## config.mk

```make
export PLATFORM = sky130hd
export DESIGN_NAME = kf8259_in_service
export DESIGN_NICKNAME = d
export VERILOG_FILES = /design/src/rtl/kf8259_in_service_pkg.sv /design/src/rtl/kf8259_in_service.sv
export SDC_FILE = /design/constraint.sdc
export NUM_CORES = 1
export LEC_CHECK = 0
export ABC_AREA = 1
export BUFFER_PORTS_ARGS = -buffer_cell sky130_fd_sc_hd__buf_2
export CAP_MARGIN = 30
export CORE_MARGIN = 2
export CORE_UTILIZATION = 43
export DETAILED_ROUTE_END_ITERATION = 12
export PLACE_DENSITY = 0.73
export SYNTH_ARGS = -nofsm -noshare
export SYNTH_HDL_FRONTEND = slang
export SYNTH_SLANG_ARGS = --single-unit
export TNS_END_PERCENT = 20
```

## constraint.sdc

```tcl
create_clock -name clock -period 3.3 [get_ports clock]
set_input_delay 0.99 -clock clock [delete_from_list [all_inputs] [get_ports clock]]
set_output_delay 0.99 -clock clock [all_outputs]
set_load 0.1 [all_outputs]
```

## src/rtl/kf8259_in_service_pkg.sv

```systemverilog
// kf8259_in_service_pkg: rotate and priority helpers shared by the KF8259 blocks
package KF8259_Common_Package;
  function automatic logic [7:0] rotate_right(input logic [7:0] data, input logic [2:0] n);
    logic [15:0] d;
    d = {data, data} >> n;
    return d[7:0];
  endfunction
  function automatic logic [7:0] rotate_left(input logic [7:0] data, input logic [2:0] n);
    logic [15:0] d;
    d = {data, data} << n;
    return d[15:8];
  endfunction
  // Two's-complement trick isolates the lowest set bit; zero input yields zero.
  function automatic logic [7:0] resolve_priority(input logic [7:0] data);
    return data & (~data + 8'd1);
  endfunction
endpackage

```

## src/rtl/kf8259_in_service.sv

```systemverilog
// kf8259_in_service: in-service register with rotated, masked highest-level search
module kf8259_in_service
  import KF8259_Common_Package::*;
(
  input  logic       clock,
  input  logic       reset_n,
  input  logic [2:0] priority_rotate,
  input  logic [7:0] interrupt_special_mask,
  input  logic [7:0] interrupt,
  input  logic       latch_in_service,
  input  logic [7:0] end_of_interrupt,
  output logic [7:0] in_service_register,
  output logic [7:0] highest_level_in_service
);
  logic [2:0] shift;
  logic [7:0] isr_next;
  logic [7:0] highest_next;
  always_comb begin
    shift        = priority_rotate + 3'd1;
    isr_next     = (in_service_register | (latch_in_service ? interrupt : 8'h00)) & ~end_of_interrupt;
    highest_next = rotate_left(resolve_priority(rotate_right(in_service_register & ~interrupt_special_mask, shift)), shift);
  end
  always_ff @(posedge clock) begin
    if (!reset_n) begin
      in_service_register      <= 8'h00;
      highest_level_in_service <= 8'h00;
    end else begin
      in_service_register      <= isr_next;
      highest_level_in_service <= highest_next;
    end
  end
endmodule

```

; ---- After elaboration in Yosys (flattened, before gate mapping)
; Cells that the tools add are included.
; Widths: inputs -> output; s select.
[totals]
ff_bits = 16
in_bits = 30
out_inout_bits = 16
wordCells = 14
[classes]
addsub = 2
n_shift = 2
n_mux = 1
bitwise = 7
[ops]
columns = cell, count
row1 = $and 8x8->8, 3
row2 = $not 8->8, 3
row3 = $shl 16x3->16, 1
row4 = $shr 16x3->8, 1
row5 = $add 8x1->8 const B, 1
row6 = $mux 8, 1
row7 = $or 8x8->8, 1
row8 = $add 3x1->3 const B, 1

; ---- Depth between registers and ports, before layout
[logic_depth]
depth_word = 7
ltp_mapped = 16
depth_no_buf = 14

; ---- Least setup slack after synthesis
; OpenSTA, ideal clock, no wires.
[synth_timing]
path_kind = input -> register
from = input priority_rotate[0]
to = register highest_level_in_service[4]
setup_ns = 0.062
arrival_ns = 2.549
t_required_ns = 3.238
slack_ns = 0.689
stages = 16
n_path_buf = 2
path_cell_list = ha_1 -> buf_2 -> inv_2 -> buf_4 -> nand3_1 -> nand2_1 -> nand2_1 -> nand2_1 -> nand2_2 -> nor2_2 -> nand2_1 -> nand2_1 -> nand3_1 -> nand3_1 -> nand2_1 -> nor2_2
[synth_between]
elab_chain_len = 6
[synth_rtl]
columns = element, line
row1 = start: declaration, kf8259_in_service.sv:7  ; input logic [2:0] priority_rotate,
row2 = $add 3x1->3 *, kf8259_in_service.sv:19  ; shift = priority_rotate + 3'd1;
row3 = $shr 16x3->8, kf8259_in_service_pkg.sv:5  ; d = {data, data} >> n;
row4 = $not 8->8, kf8259_in_service_pkg.sv:15  ; return data & (~data + 8'd1);
row5 = $add 8x1->8, kf8259_in_service_pkg.sv:15
row6 = $and 8x8->8, kf8259_in_service_pkg.sv:15
row7 = $shl 16x3->16 *, kf8259_in_service_pkg.sv:10  ; d = {data, data} << n;
row8 = end signal: assignment, kf8259_in_service.sv:29  ; highest_level_in_service <= highest_next;
row9 = end: declaration, kf8259_in_service.sv:13  ; output logic [7:0] highest_level_in_service
; Every way passes the cells marked *; elsewhere a longest branch is shown, timed or not.
; A chain may end at the register's enable or synchronous reset.

; ---- Final worst setup path
[layout_timing]
from = input priority_rotate[0]
to = register highest_level_in_service[2]
; Same word-level chain as after synthesis.

==> run metrics <==
outcome finished, final reports clean; Leak between 0.8 and 0.9 nW; WL per Instance about 11 microns; Required @ worst endpoint between 3000 and 4000 ps; largest net degree at the start of global routing 20; worst setup path class in -> reg; drt initial violations 52; Most common cell on crit path nand2_1; cts bufs inserted 3; n_diodes 0; DR vias 1526; Worst-Skew Late Latency roughly 290 ps; area leader, netlist dfxtp_1; fin util 54.59%; sequential area share after synthesis approximately 25%; antenna violation net count after detailed routing 0; average cell area after synthesis about 6 sq um; # setup viols final 0; vias in the first global route 1373; Slew Limit Fails 0; post-CTS setup buffer count 0; Hold Slack around 530 ps; dpl hpwl ~2400 microns; Cell Area, Synth approximately 1300 sq um; final critical-path share of the clock period 80.18%; Seq cells post-synth 16; f_max ~380 MHz; detailed-route vias per instance around 5.3; layout cell share with drive strength beyond 1 between 20% and 30%; port bufs 45; Die W around 60 microns; prevailing post-synth register cell dfxtp_1; Pwr Density between 400 and 500 nW/um^2; Synth Warn # 0; crit-path cells buf_2, ha_1, xor2_4, buf_4, nand2_1, nand2_1, nand2_2, nor2_2, nand3_1, nand2_1, nand3_1, nand3_1, nand2_1, nor2_1; Worst Path Arrival 2880 ps; post-route cell area between 1500 and 2000 sq um; Die H slightly below 60 microns; worst min path class reg -> reg; hold_buf cts 0; worst-case clock skew between 2 and 3 ps; top-count cell post-synth nand3_1; final hold viol count 0; initial antenna violation count 0; Critical Path Max Stage Delay between 300 and 400 ps; fraction of registers with async set/reset 0%; Worst Max-Slew Pin Slew a little under 500 ps; Residual DRC 0; Final min period approximately 2600 ps; area share of the leading cell type in the synthesized netlist 24.88%; Syn Nets 245; routed wire length about 3100 microns; num rows 19; Sink Count 16; grt ovf 0; CP max-delay cell xor2_4; library cells used by synthesis 22; Setup TNS 0 ps; GRT Overall Usage about a fifth; clock root buffer clkbuf_4; Post-CTS Resized 0; Area Overhead vs Synth 18.95%; Placed Area approximately 1500 sq um; commonest cells in the netlist 64 x nand3_1, 60 x nand2_1, 16 x dfxtp_1, 14 x a21oi_1, 13 x inv_1; Post-synth EDFFs 0; Peak supply drop roughly 280 uV; Layout Nets roughly 290; multi-input combinational cell area roughly 820 sq um; largest cells by area after synthesis dfxtp_1 25%, nand3_1 25%, nand2_1 17%; max_slew headroom between 60% and 70%; Register Area between 300 and 400 sq um; synthesized instance count 214; Starting Density roughly 46%; RSZ-0062 raised after global routing no; Max H-tree Level 1; Filler cells 285; die area about 3400 sq um; max-cap viol count 0; routability cong. around 0.94; crit end category flip-flop; critical path startpoint category input port; Ports 46; CTS tree done; 1st-pass router iterations 4; Core Box Area between 2000 and 3000 sq um; global-route wire length before repair 5354 microns; crit-path max FO 11; clock-pin slew on the worst setup and hold paths roughly 100 ps; Max Root-Sink Buffers 2
cells by family (layout without fill, tap and decap cells):
| group | after synthesis | count (layout) | synth area share [%] |
|---|---|---|---|
| AND/OR/NAND/NOR | 153 | 153 | 54.23 |
| flip-flops | 16 | 16 | 24.88 |
| adder cells (fa/ha/maj) | 1 | 1 | 0.9717 |
| AO/OA/AOI/OAI | 17 | 17 | 6.608 |
| XOR/XNOR | 1 | 1 | 2.138 |
| buffers and inverters | 26 | 68 | 11.17 |
final timing paths:
path	end	slack (ps)	from	depth (start not counted)
worst max-delay path	highest_level_in_service[2]$_SDFF_PN0_	650	priority_rotate[0]	14
worst min-delay path	in_service_register[3]$_SDFF_PN0_	530	in_service_register[3]$_SDFF_PN0_	2
worst max register to register	highest_level_in_service[2]$_SDFF_PN0_	1620	in_service_register[4]$_SDFF_PN0_	13
worst min register to register	in_service_register[3]$_SDFF_PN0_	530	in_service_register[3]$_SDFF_PN0_	2
sequential cells by signal, summed over array words and instances (netlist names):
| signal | flops |
|---|---|
| highest_level_in_service | 8 |
| in_service_register | 8 |
report_power, final:
part,switching (mW),internal [mW]
Clock,0.0639,0.0672
Combinational,0.255,0.0884
Sequential,0.00521,0.208
worst max-delay path, delay by kind of cell:
kind	cells	cell delay [ps]
and+or+nand+nor	10	910
xor gates and xnor gates	1	390
buffers and inverters	2	340
adders and majority gates	1	250
cells in the final DEF, fill, tap and decap left out:
master and n:
a21oi_1 14, buf_2 45, buf_4 3, clkbuf_4 3, clkbuf_8 1, dfxtp_1 16
ha_1 1, inv_1 13, inv_2 1, inv_4 2, nand2_1 60, nand2_2 2
nand3_1 64, nand3_2 2, nor2_1 12, nor2_2 3, nor3_1 8, nor3_2 1
o21ai_0 2, o21ai_1 1, or2_1 1, xor2_4 1
stage by stage:
step                std cells  setup WS [ps]  total power, mW
finish                    287          654.0           0.6882
global route              287          447.5           0.7376
CTS                       287          674.0           0.6897
detailed placement        283          365.0           0.5590
global placement          283          396.6           0.5580
floorplan                 214          688.9           0.5040
layout make-up:
cell class              count  area share [%]
inverters                  16           4.248
repair buffers             48           16.18
multi-input cells         172           53.76
clock buffers               4           2.369
well taps                  31           2.533
flip-flops and latches     16           20.92
layer usage:
metal | routed length (microns) | up-vias | share of wire, % | global-route usage (%)
li1 | - | 798 | - | -
met1 | 1424 | 667 | 46 | 24.56
met2 | 1387 | 57 | 45 | 32.86
met3 | 228 | 4 | 7.4 | 4.396
met4 | 25 | 0 | 0.82 | 5.195
met5 | 0 | - | 0 | 0
Note: power is estimated with default switching activity, not from simulation.
